## config.mk

```make
export PLATFORM = sky130hd
export DESIGN_NAME = id_ex_pipeline_register_flat
export DESIGN_NICKNAME = d
export VERILOG_FILES = /design/src/rtl/pipeline_pkg.sv /design/src/rtl/id_ex_pipeline_register_if.sv /design/src/rtl/id_ex_pipeline_register_operand_latch.sv /design/src/rtl/id_ex_pipeline_register.sv /design/src/flat_wrapper.sv
export SDC_FILE = /design/constraint.sdc
export NUM_CORES = 1
export LEC_CHECK = 0
export CORE_AREA = 2 2 141 143
export CTS_CLUSTER_DIAMETER = 50
export DETAILED_ROUTE_END_ITERATION = 12
export DIE_AREA = 0 0 143 145
export GPL_ROUTABILITY_DRIVEN = 0
export PLACE_DENSITY = 0.75
export SYNTH_ARGS = -nofsm -noshare
export SYNTH_HDL_FRONTEND = slang
export SYNTH_SLANG_ARGS = --single-unit
export TNS_END_PERCENT = 10
```

## constraint.sdc

```tcl
create_clock -name CLK -period 4.8 [get_ports CLK]
set_input_delay 1.2 -clock CLK [delete_from_list [all_inputs] [get_ports CLK]]
set_output_delay 1.2 -clock CLK [all_outputs]
set_load 0.02 [all_outputs]
```

## src/rtl/pipeline_pkg.sv

```systemverilog
// Shared constants and helpers for the ID/EX pipeline register of the RV32IM core.
// Optional feature macro used elsewhere in this slice: IDEX_BUBBLE_COUNT_EN.
package pipeline_pkg;

  localparam int DEF_XLEN         = 32;
  localparam int DEF_CTRL_W       = 16;
  localparam int DEF_REGWRITE_BIT = 0;

  // Control bundle layout: flags in the low bits, wb select, then ALU op.
  localparam int CTRL_REGWRITE   = 0;
  localparam int CTRL_MEM_READ   = 1;
  localparam int CTRL_MEM_WRITE  = 2;
  localparam int CTRL_BRANCH     = 3;
  localparam int CTRL_JUMP       = 4;
  localparam int CTRL_WB_SEL_LSB = 5;
  localparam int CTRL_WB_SEL_W   = 2;
  localparam int CTRL_ALU_OP_LSB = 7;
  localparam int CTRL_ALU_OP_W   = 5;

  localparam logic [DEF_CTRL_W-1:0] CTRL_BUBBLE = '0;
  localparam logic [4:0]            REG_X0      = 5'd0;

  typedef enum logic [1:0] {
    ACT_RESET,
    ACT_FLUSH,
    ACT_HOLD,
    ACT_LOAD
  } stage_act_e;

  // Per-edge action: reset beats flush, flush beats stall, otherwise load.
  function automatic stage_act_e stage_action(input logic reset_n, input logic flush,
                                              input logic stall);
    if (!reset_n)   return ACT_RESET;
    else if (flush) return ACT_FLUSH;
    else if (stall) return ACT_HOLD;
    else            return ACT_LOAD;
  endfunction

endpackage

```

## src/rtl/id_ex_pipeline_register_if.sv

```systemverilog
// ID-side inputs and EX-side outputs of the ID/EX register, grouped as one bus.
// BUBBLE_COUNT is present only when IDEX_BUBBLE_COUNT_EN is defined.
interface id_ex_pipeline_register_if #(
  parameter int XLEN   = 32,
  parameter int CTRL_W = 16
);
  logic              STALL;
  logic              FLUSH;
  logic              ID_VALID;
  logic [XLEN-1:0]   ID_PC;
  logic [XLEN-1:0]   ID_DATA1;
  logic [XLEN-1:0]   ID_DATA2;
  logic [XLEN-1:0]   ID_IMM;
  logic [4:0]        ID_ADDR1;
  logic [4:0]        ID_ADDR2;
  logic [4:0]        ID_RD;
  logic [CTRL_W-1:0] ID_CTRL;
  logic              OUT1_FORWARD_EN;
  logic              OUT2_FORWARD_EN;
  logic              WB_WRITE_EN;
  logic [4:0]        WB_REGISTER;
  logic [XLEN-1:0]   WB_DATA;
  logic              EX_VALID;
  logic [XLEN-1:0]   EX_PC;
  logic [XLEN-1:0]   EX_DATA1;
  logic [XLEN-1:0]   EX_DATA2;
  logic [XLEN-1:0]   EX_IMM;
  logic [4:0]        EX_ADDR1;
  logic [4:0]        EX_ADDR2;
  logic [4:0]        EX_RD;
  logic [CTRL_W-1:0] EX_CTRL;
`ifdef IDEX_BUBBLE_COUNT_EN
  logic [31:0]       BUBBLE_COUNT;
`endif

  modport master (
    output STALL, FLUSH, ID_VALID, ID_PC, ID_DATA1, ID_DATA2, ID_IMM,
           ID_ADDR1, ID_ADDR2, ID_RD, ID_CTRL, OUT1_FORWARD_EN, OUT2_FORWARD_EN,
           WB_WRITE_EN, WB_REGISTER, WB_DATA,
`ifdef IDEX_BUBBLE_COUNT_EN
    input  BUBBLE_COUNT,
`endif
    input  EX_VALID, EX_PC, EX_DATA1, EX_DATA2, EX_IMM, EX_ADDR1, EX_ADDR2,
           EX_RD, EX_CTRL
  );

  modport slave (
    input  STALL, FLUSH, ID_VALID, ID_PC, ID_DATA1, ID_DATA2, ID_IMM,
           ID_ADDR1, ID_ADDR2, ID_RD, ID_CTRL, OUT1_FORWARD_EN, OUT2_FORWARD_EN,
           WB_WRITE_EN, WB_REGISTER, WB_DATA,
`ifdef IDEX_BUBBLE_COUNT_EN
    output BUBBLE_COUNT,
`endif
    output EX_VALID, EX_PC, EX_DATA1, EX_DATA2, EX_IMM, EX_ADDR1, EX_ADDR2,
           EX_RD, EX_CTRL
  );

endinterface

```

## src/rtl/id_ex_pipeline_register_operand_latch.sv

```systemverilog
// One EX operand: forward/register-file select on load, hold on stall while
// still snooping WB writes to the held source register.
module operand_latch
  import pipeline_pkg::*;
#(
  parameter int XLEN = DEF_XLEN
) (
  input  logic            clk,
  input  stage_act_e      act,
  input  logic [4:0]      id_addr,
  input  logic [XLEN-1:0] id_data,
  input  logic            fwd_en,
  input  logic            wb_write_en,
  input  logic [4:0]      wb_register,
  input  logic [XLEN-1:0] wb_data,
  input  logic            ex_valid,
  output logic [4:0]      ex_addr,
  output logic [XLEN-1:0] ex_data
);

  logic [4:0]      addr_p1;
  logic [XLEN-1:0] data_p1;
  logic            use_fwd;
  logic            snoop_hit;

  // x0 never takes a forwarded value; a held bubble is never refreshed.
  assign use_fwd   = fwd_en && (id_addr != REG_X0);
  assign snoop_hit = ex_valid && wb_write_en && (wb_register != REG_X0) &&
                     (wb_register == addr_p1);

  // ID -> EX boundary
  always_ff @(posedge clk) begin
    case (act)
      ACT_RESET: begin
        addr_p1 <= '0;
        data_p1 <= '0;
      end
      ACT_HOLD: begin
        if (snoop_hit) data_p1 <= wb_data;
      end
      ACT_LOAD: begin
        addr_p1 <= id_addr;
        data_p1 <= use_fwd ? wb_data : id_data;
      end
      default: ;
    endcase
  end

  assign ex_addr = addr_p1;
  assign ex_data = data_p1;

endmodule

```

## src/rtl/id_ex_pipeline_register.sv

```systemverilog
// ID/EX pipeline register with WB forwarding, stall/flush and stall-time WB snoop.
// Define IDEX_BUBBLE_COUNT_EN to add the registered BUBBLE_COUNT output.
module id_ex_pipeline_register
  import pipeline_pkg::*;
#(
  parameter int XLEN         = DEF_XLEN,
  parameter int CTRL_W       = DEF_CTRL_W,
  parameter int REGWRITE_BIT = DEF_REGWRITE_BIT
) (
  input logic                    CLK,
  input logic                    RESET_N,
  id_ex_pipeline_register_if.slave bus
);

  stage_act_e      act;
  logic            valid_p1;
  logic [XLEN-1:0] pc_p1;
  logic [XLEN-1:0] imm_p1;
  logic [4:0]      rd_p1;
  logic [CTRL_W-1:0] ctrl_p1;
  logic [CTRL_W-1:0] ctrl_load;

  assign act = stage_action(RESET_N, bus.FLUSH, bus.STALL);

  // An invalid ID slot enters EX as a bubble; register write is never left set on it.
  always_comb begin
    ctrl_load = bus.ID_VALID ? bus.ID_CTRL : CTRL_W'(CTRL_BUBBLE);
    ctrl_load[REGWRITE_BIT] = ctrl_load[REGWRITE_BIT] & bus.ID_VALID;
  end

  // ID -> EX boundary
  always_ff @(posedge CLK) begin
    case (act)
      ACT_RESET: begin
        valid_p1 <= 1'b0;
        pc_p1    <= '0;
        imm_p1   <= '0;
        rd_p1    <= '0;
        ctrl_p1  <= '0;
      end
      ACT_FLUSH: begin
        valid_p1 <= 1'b0;
        rd_p1    <= '0;
        ctrl_p1  <= CTRL_W'(CTRL_BUBBLE);
      end
      ACT_LOAD: begin
        valid_p1 <= bus.ID_VALID;
        pc_p1    <= bus.ID_PC;
        imm_p1   <= bus.ID_IMM;
        rd_p1    <= bus.ID_RD;
        ctrl_p1  <= ctrl_load;
      end
      default: ;
    endcase
  end

  operand_latch #(.XLEN(XLEN)) u_op1 (
    .clk         (CLK),
    .act         (act),
    .id_addr     (bus.ID_ADDR1),
    .id_data     (bus.ID_DATA1),
    .fwd_en      (bus.OUT1_FORWARD_EN),
    .wb_write_en (bus.WB_WRITE_EN),
    .wb_register (bus.WB_REGISTER),
    .wb_data     (bus.WB_DATA),
    .ex_valid    (valid_p1),
    .ex_addr     (bus.EX_ADDR1),
    .ex_data     (bus.EX_DATA1)
  );

  operand_latch #(.XLEN(XLEN)) u_op2 (
    .clk         (CLK),
    .act         (act),
    .id_addr     (bus.ID_ADDR2),
    .id_data     (bus.ID_DATA2),
    .fwd_en      (bus.OUT2_FORWARD_EN),
    .wb_write_en (bus.WB_WRITE_EN),
    .wb_register (bus.WB_REGISTER),
    .wb_data     (bus.WB_DATA),
    .ex_valid    (valid_p1),
    .ex_addr     (bus.EX_ADDR2),
    .ex_data     (bus.EX_DATA2)
  );

`ifdef IDEX_BUBBLE_COUNT_EN
  logic [31:0] bubble_cnt_p1;

  always_ff @(posedge CLK) begin
    if (act == ACT_RESET)
      bubble_cnt_p1 <= '0;
    else if ((act == ACT_FLUSH) || ((act == ACT_LOAD) && !bus.ID_VALID))
      bubble_cnt_p1 <= bubble_cnt_p1 + 32'd1;
  end

  assign bus.BUBBLE_COUNT = bubble_cnt_p1;
`endif

  assign bus.EX_VALID = valid_p1;
  assign bus.EX_PC    = pc_p1;
  assign bus.EX_IMM   = imm_p1;
  assign bus.EX_RD    = rd_p1;
  assign bus.EX_CTRL  = ctrl_p1;

endmodule

```

## src/flat_wrapper.sv

```systemverilog
// flat-port wrapper written by rule: the top's interface ports become plain ports
module id_ex_pipeline_register_flat import pipeline_pkg::*;
#(
  parameter int XLEN         = DEF_XLEN,
  parameter int CTRL_W       = DEF_CTRL_W,
  parameter int REGWRITE_BIT = DEF_REGWRITE_BIT
)
  (CLK, RESET_N, bus_STALL, bus_FLUSH, bus_ID_VALID, bus_ID_PC, bus_ID_DATA1, bus_ID_DATA2, bus_ID_IMM, bus_ID_ADDR1, bus_ID_ADDR2, bus_ID_RD, bus_ID_CTRL, bus_OUT1_FORWARD_EN, bus_OUT2_FORWARD_EN, bus_WB_WRITE_EN, bus_WB_REGISTER, bus_WB_DATA, bus_EX_VALID, bus_EX_PC, bus_EX_DATA1, bus_EX_DATA2, bus_EX_IMM, bus_EX_ADDR1, bus_EX_ADDR2, bus_EX_RD, bus_EX_CTRL);
  id_ex_pipeline_register_if #(.XLEN(XLEN), .CTRL_W(CTRL_W)) bus_i ();
  input logic CLK;
  input logic RESET_N;
  input wire logic [$bits(bus_i.STALL)-1:0] bus_STALL;
  input wire logic [$bits(bus_i.FLUSH)-1:0] bus_FLUSH;
  input wire logic [$bits(bus_i.ID_VALID)-1:0] bus_ID_VALID;
  input wire logic [$bits(bus_i.ID_PC)-1:0] bus_ID_PC;
  input wire logic [$bits(bus_i.ID_DATA1)-1:0] bus_ID_DATA1;
  input wire logic [$bits(bus_i.ID_DATA2)-1:0] bus_ID_DATA2;
  input wire logic [$bits(bus_i.ID_IMM)-1:0] bus_ID_IMM;
  input wire logic [$bits(bus_i.ID_ADDR1)-1:0] bus_ID_ADDR1;
  input wire logic [$bits(bus_i.ID_ADDR2)-1:0] bus_ID_ADDR2;
  input wire logic [$bits(bus_i.ID_RD)-1:0] bus_ID_RD;
  input wire logic [$bits(bus_i.ID_CTRL)-1:0] bus_ID_CTRL;
  input wire logic [$bits(bus_i.OUT1_FORWARD_EN)-1:0] bus_OUT1_FORWARD_EN;
  input wire logic [$bits(bus_i.OUT2_FORWARD_EN)-1:0] bus_OUT2_FORWARD_EN;
  input wire logic [$bits(bus_i.WB_WRITE_EN)-1:0] bus_WB_WRITE_EN;
  input wire logic [$bits(bus_i.WB_REGISTER)-1:0] bus_WB_REGISTER;
  input wire logic [$bits(bus_i.WB_DATA)-1:0] bus_WB_DATA;
  output wire logic [$bits(bus_i.EX_VALID)-1:0] bus_EX_VALID;
  output wire logic [$bits(bus_i.EX_PC)-1:0] bus_EX_PC;
  output wire logic [$bits(bus_i.EX_DATA1)-1:0] bus_EX_DATA1;
  output wire logic [$bits(bus_i.EX_DATA2)-1:0] bus_EX_DATA2;
  output wire logic [$bits(bus_i.EX_IMM)-1:0] bus_EX_IMM;
  output wire logic [$bits(bus_i.EX_ADDR1)-1:0] bus_EX_ADDR1;
  output wire logic [$bits(bus_i.EX_ADDR2)-1:0] bus_EX_ADDR2;
  output wire logic [$bits(bus_i.EX_RD)-1:0] bus_EX_RD;
  output wire logic [$bits(bus_i.EX_CTRL)-1:0] bus_EX_CTRL;
  assign bus_i.STALL = bus_STALL;
  assign bus_i.FLUSH = bus_FLUSH;
  assign bus_i.ID_VALID = bus_ID_VALID;
  assign bus_i.ID_PC = bus_ID_PC;
  assign bus_i.ID_DATA1 = bus_ID_DATA1;
  assign bus_i.ID_DATA2 = bus_ID_DATA2;
  assign bus_i.ID_IMM = bus_ID_IMM;
  assign bus_i.ID_ADDR1 = bus_ID_ADDR1;
  assign bus_i.ID_ADDR2 = bus_ID_ADDR2;
  assign bus_i.ID_RD = bus_ID_RD;
  assign bus_i.ID_CTRL = bus_ID_CTRL;
  assign bus_i.OUT1_FORWARD_EN = bus_OUT1_FORWARD_EN;
  assign bus_i.OUT2_FORWARD_EN = bus_OUT2_FORWARD_EN;
  assign bus_i.WB_WRITE_EN = bus_WB_WRITE_EN;
  assign bus_i.WB_REGISTER = bus_WB_REGISTER;
  assign bus_i.WB_DATA = bus_WB_DATA;
  assign bus_EX_VALID = bus_i.EX_VALID;
  assign bus_EX_PC = bus_i.EX_PC;
  assign bus_EX_DATA1 = bus_i.EX_DATA1;
  assign bus_EX_DATA2 = bus_i.EX_DATA2;
  assign bus_EX_IMM = bus_i.EX_IMM;
  assign bus_EX_ADDR1 = bus_i.EX_ADDR1;
  assign bus_EX_ADDR2 = bus_i.EX_ADDR2;
  assign bus_EX_RD = bus_i.EX_RD;
  assign bus_EX_CTRL = bus_i.EX_CTRL;
  id_ex_pipeline_register #(.XLEN(XLEN), .CTRL_W(CTRL_W), .REGWRITE_BIT(REGWRITE_BIT)) u_core (.CLK(CLK), .RESET_N(RESET_N), .bus(bus_i));
endmodule
```

# == Word-level counts from Yosys, hierarchy flattened ==
# Index checks and enable logic that the tools add are counted.
# word_totals
ram_bits,0
word_cells,50
latchBits,0
output_inout_bits,160
romBits,0
memories,0
in_bits,204
regBits,160
# op_classes
n_bitwise,1
eq_ne,7
order_cmp,0
reduce_logical,16
add_sub_neg,0
muxes,17
multipliers,0
n_div,0
n_shift,0
# op_table
cell,count
32-bit one-hot mux with 3 select lines,2
32-bit 2-to-1 mux,4
32-bit one-hot mux with 2 select lines,2
16-bit one-hot mux with 2 select lines,1
5-bit one-hot mux with 2 select lines,3
16-bit 2-to-1 mux,1
5-bit nonzero test,3
5-bit equality test,2
1-bit logical AND,6
"2-bit equality test, second input constant",2
2-bit 2-to-1 mux,2
"2-bit != test, second input constant",2
2-bit AND reduction,2
2-bit nonzero test,2
3-bit nonzero test,1
"2-bit by 1-bit equality test with 1-bit output, second input constant",1
2-bit zero test,1
1-bit one-hot mux with 2 select lines,1
2-bit OR reduction,1
1-bit AND,1
1-bit 2-to-1 mux,1

# == Longest topological paths before layout ==
# logic_depth
depth_word,6
mapped_depth,9
mapped_depth_nobuf,7

# == Hierarchy ==
# From an unflattened synthesis, not the netlist that was laid out.
# hier_totals
hier_cells,396
area_unflattened_um2,6591.3
# by_module_without_submodules
module,n_inst,seq_area_each_um2,cells_per_inst,area_each_um2
id_ex_pipeline_register,1,2582.5,189,3248.1
operand_latch at u_core.u_op1,1,1111.1,105,1684.1
operand_latch at u_core.u_op2,1,1111.1,102,1659.1

# == Worst setup path before layout ==
# No wires, ideal clock.
# synth_path
kind,input to register
startpoint,in bus_WB_REGISTER[1]
endpoint,"reg u_core.u_op1.data_p1[0] (netlist: u_core.u_op1.ex_data[0]), enable pin"
path_buffers,0
cell_stages,4
t_required_ps,4364
slack_ps,1104
t_arrival_ps,3260
setup_ps,436
path_cell_list,xor2_1 nor3_1 nand4_1 a22oi_1
# synth_between
elab_chain_len,5
elab_cells_between_ends,6
cone_classes,2 x eq/ne; 4 x reduce/logical
# synth_rtl
item,line,source
"start, declared",flat_wrapper.sv:26,input wire logic [$bits(bus_i.WB_REGISTER)-1:0] bus_WB_REGISTER;
5-bit nonzero test,id_ex_pipeline_register_operand_latch.sv:28,assign snoop_hit = ex_valid && wb_write_en && (wb_register != REG_X0) &&
1-bit logical AND,id_ex_pipeline_register_operand_latch.sv:28,
1-bit logical AND *,id_ex_pipeline_register_operand_latch.sv:28,
2-bit != test (no line) *,n/a,
2-bit AND reduction (no line) *,n/a,
"end signal, assigned",id_ex_pipeline_register_operand_latch.sv:39,if (snoop_hit) data_p1 <= wb_data;
"end signal, assigned",id_ex_pipeline_register_operand_latch.sv:43,data_p1 <= use_fwd ? wb_data : id_data;
"end, declared",id_ex_pipeline_register_operand_latch.sv:22,logic [XLEN-1:0] data_p1;
# Every way passes the cells marked *; elsewhere a longest branch is shown, timed or not.
# A chain may end at the register's enable or synchronous reset.

# == Worst setup path after layout ==
# layout_path
startpoint,in RESET_N
endpoint,"reg u_core.ctrl_p1[14] (netlist: u_core.bus.EX_CTRL[14]), data pin"
# layout_between
elab_chain_len,4
elab_cells_between_ends,6
cone_classes,2 x eq/ne; 2 x mux; 2 x reduce/logical
# layout_rtl
item,line,source
"start, declared",flat_wrapper.sv:11,input logic RESET_N;
2-bit 2-to-1 mux *,pipeline_pkg.sv:33,if (!reset_n) return ACT_RESET;
2-bit by 1-bit equality test with 1-bit output / 2-bit zero test (equally long branches),id_ex_pipeline_register.sv:33,case (act)
2-bit OR reduction (no line),n/a,
16-bit one-hot mux with 2 select lines *,id_ex_pipeline_register.sv:33,
"end signal, assigned",id_ex_pipeline_register.sv:44,ctrl_p1 <= CTRL_W'(CTRL_BUBBLE);
"end signal, assigned",id_ex_pipeline_register.sv:51,ctrl_p1 <= ctrl_load;
"end, declared",id_ex_pipeline_register.sv:20,logic [CTRL_W-1:0] ctrl_p1;
# Marks and branches as above.

==> impl_metrics.toml <==
[clock_network]
cts_resized = 0
path_clk_slew_ns = 0.07
cts_root_buf = "clkbuf_16"
cts_inserted_buffers = 17
clock-sinks = 160
postCtsSetupRepairBufs = 0
hold_buffers = 0
cts_max_level = 4
cts_buffer_depth = 2
cts_tree = "built"
insertion_delay_ns = 0.43

[detailed_routing]
vias_per_cell = 4.58
vias = 4718
drt_pass1_iterations = 4
drc = 0
ant_nets = 0
drt-initial-drc-count = 238
wl_um = 20300
wire_per_inst_um = 19.7

[global_routing]
global_route.usage.total = 0.194
grt_start_max_net_pins = 97
grt_pass1_wl_um = 29400
grt_pass1_vias = 4982
overflow = 0
antenna_found_initial = 9

[sta]
setup_viol = 0
rsz0062_at_grt = "false"
finalCritPeriodShare = 0.631
hold_viol = 0
fin_ws_ns = 1.77
fin_tns_setup_ns = 0
tightest_slew_ns = 0.970
finClkSkew_ns = 0.0251
relSlewSlack = 0.354
fin_crit_ns = 3.03
timing.fmax_mhz = 330
slew_viol_final = 0

[place]
pre_cts_ws_ns = 1.36
hpwl_um = 15400
dp_cells = 990
place.port_buffers = 363

[synth]
ys_ff_latch = 160
syn_area_um2 = 6360
synth_cells = 380
synth_cell_type_count = 22
synth.avg_cell_area_um2 = 16.7
seq_area_frac_synth = 0.755
syn_nets = 586
yosysWarnings = 0

[worst_setup_path]
criticalPathCategory = "input port to register"
cp_num_buf_inv = 2
slowest_stage = "buf_4"
cp-end-kind = "register"
critPathTopFamily = "buffers and inverters"
cp.required_ns = 5.07
crit_path_start_kind = "input port"
path_cells = "clkdlybuf4s50_1 > nor2b_1 > ha_2 > buf_4 > and3_1"
worst_ep_arrival_time_ns = 3.30
critPathMaxFanout = 96
cpPeakStageDelay_ns = 0.56

[run]
cap_viol_max_count = 0

[finish]
fillers = 1561
layoutNonFillerInstCount = 1030
drive_gt1_frac = 0.0608
fin_util = 0.564
areaGrowthSynthToFinish_pct = 70.4
final_nets = 950

[die]
initial_core_util = 0.331
core_um2 = 19200
die_area_um2 = 20700
io_pins = 364
die_y_um = 145
dieWidth_um = 143
row_count = 51

[pwr]
p_sw_mw = 1.01
p_comb_frac = 0.205
p_leak_nw = 3.97
pwr-share-clk = 0.335
seqPwrFrac = 0.461
sw_frac_of_total = 0.266
intPower_mw = 2.79
vdd_drop_max_v = 0.000235
powerDensity_nw_per_um2 = 351

[run_status]
outcome = "completed"

[min_path]
hp-class = "register to register"
## cell usage in the layout, fill, tap and decap left out, types with 3 or more instances in the layout
| cell type | count |
|---|---|
| clkinvlp_4 | 4 |
| inv_1 | 3 |
| xor2_1 | 6 |
| clkdlybuf4s50_1 | 363 |
| diode_2 | 8 |
| inv_6 | 4 |
| and3_1 | 16 |
| edfxtp_1 | 160 |
| clkbuf_16 | 17 |
| a22o_1 | 64 |
| and2_1 | 80 |
| buf_4 | 7 |
| xnor2_1 | 4 |
## kinds of logic (layout without fill, tap and decap cells)
kind of cell               after synthesis  after routing  share of synthesized area
other                                    0              8                          0
and+or+nand+nor                        108            108                      0.105
AOI/OAI and AO/OA                       72             72                     0.0959
xor gates and xnor gates                10             10                     0.0138
adders and majority gates                2              2                    0.00393
DFF                                    160            160                      0.755
buffers and inverters                   28            405                     0.0260
## cell usage after synthesis (all sizes together)
library cell / number / area share
nor3: 2 / 0.0016
edfxtp: 160 / 0.76
and3: 16 / 0.016
nand4: 2 / 0.0020
inv: 3 / 0.0018
or3: 1 / 0.00098
xor2: 6 / 0.0083
o311a: 1 / 0.0016
a22oi: 2 / 0.0024
a22o: 64 / 0.088
clkbuf: 11 / 0.0065
o21ai: 5 / 0.0039
or4: 2 / 0.0024
ha: 2 / 0.0039
nand2: 2 / 0.0012
and2: 80 / 0.079
buf: 14 / 0.018
xnor2: 4 / 0.0055
nor2b: 3 / 0.0029
## power by group through the flow
stage	clock network [mW]	logic [mW]	registers [mW]
global route	1.37	0.816	1.76
detailed placement	0	0.784	1.78
finish	1.27	0.778	1.75
CTS	1.30	0.787	1.75
global placement	0	0.781	1.78
floorplan	0	0.0821	1.97
## worst paths after layout
| check | end | slack [ns] | depth (start not counted) | from |
|---|---|---|---|---|
| min | u_core.u_op1.ex_data[28] | 1.06 | 4 | u_core.u_op1.ex_addr[3] |
| min reg2reg | u_core.u_op1.ex_data[28] | 1.06 | 4 | u_core.u_op1.ex_addr[3] |
| max reg2reg | u_core.u_op2.ex_data[27] | 2.84 | 5 | u_core.u_op2.ex_addr[1] |
| max | u_core.bus.EX_CTRL[14] | 1.77 | 5 | RESET_N |
## through the flow
stage | power [mW] | hold slack [ns] | instance area [um^2]
6_report | 3.80 | 1.06 | 10800
5_1_grt | 3.95 | 1.12 | 10800
4_1_cts | 3.84 | 1.09 | 10800
3_5_place_dp | 2.57 | 1.08 | 10300
3_3_place_gp | 2.56 | 1.07 | 10300
2_1_floorplan | 2.06 | 1.40 | 6360
## area by class of cell
class | instances | area (um^2) | share of cell area
flip-flops and latches | 160 | 4800 | 0.443
diodes | 8 | 20.0 | 0.00185
well taps | 265 | 332 | 0.0306
repair buffers | 370 | 3690 | 0.340
inverters | 3 | 11.3 | 0.00104
multi-input cells | 192 | 1430 | 0.132
clock buffers | 18 | 429 | 0.0396
clock inverters | 14 | 126 | 0.0117
## routing by layer
layer / wire (um) / up-vias / GRT usage / share of wire
li1: - / 2215 / - / -
met5: 13 / - / 0 / 0.00064
met4: 301 / 2 / 0.0752 / 0.015
met3: 2030 / 20 / 0.0884 / 0.10
met2: 10800 / 254 / 0.346 / 0.53
met1: 7140 / 2227 / 0.194 / 0.35
## flip-flops by register name, indices dropped and copies added (netlist names)
name and flops:
u_core.bus.EX_VALID 1, u_core.u_op2.ex_addr 5, u_core.bus.EX_IMM 32, u_core.bus.EX_RD 5
u_core.bus.EX_CTRL 16, u_core.u_op1.ex_data 32, u_core.bus.EX_PC 32, u_core.u_op1.ex_addr 5
u_core.u_op2.ex_data 32
## tightest hold or removal path: stages (launching register included)
cell,delay (ns)
edfxtp_1,0.36
xnor2_1,0.07
nand4_1,0.11
a22oi_2,0.06
buf_4,0.26
(Power assumes the default switching activity.)
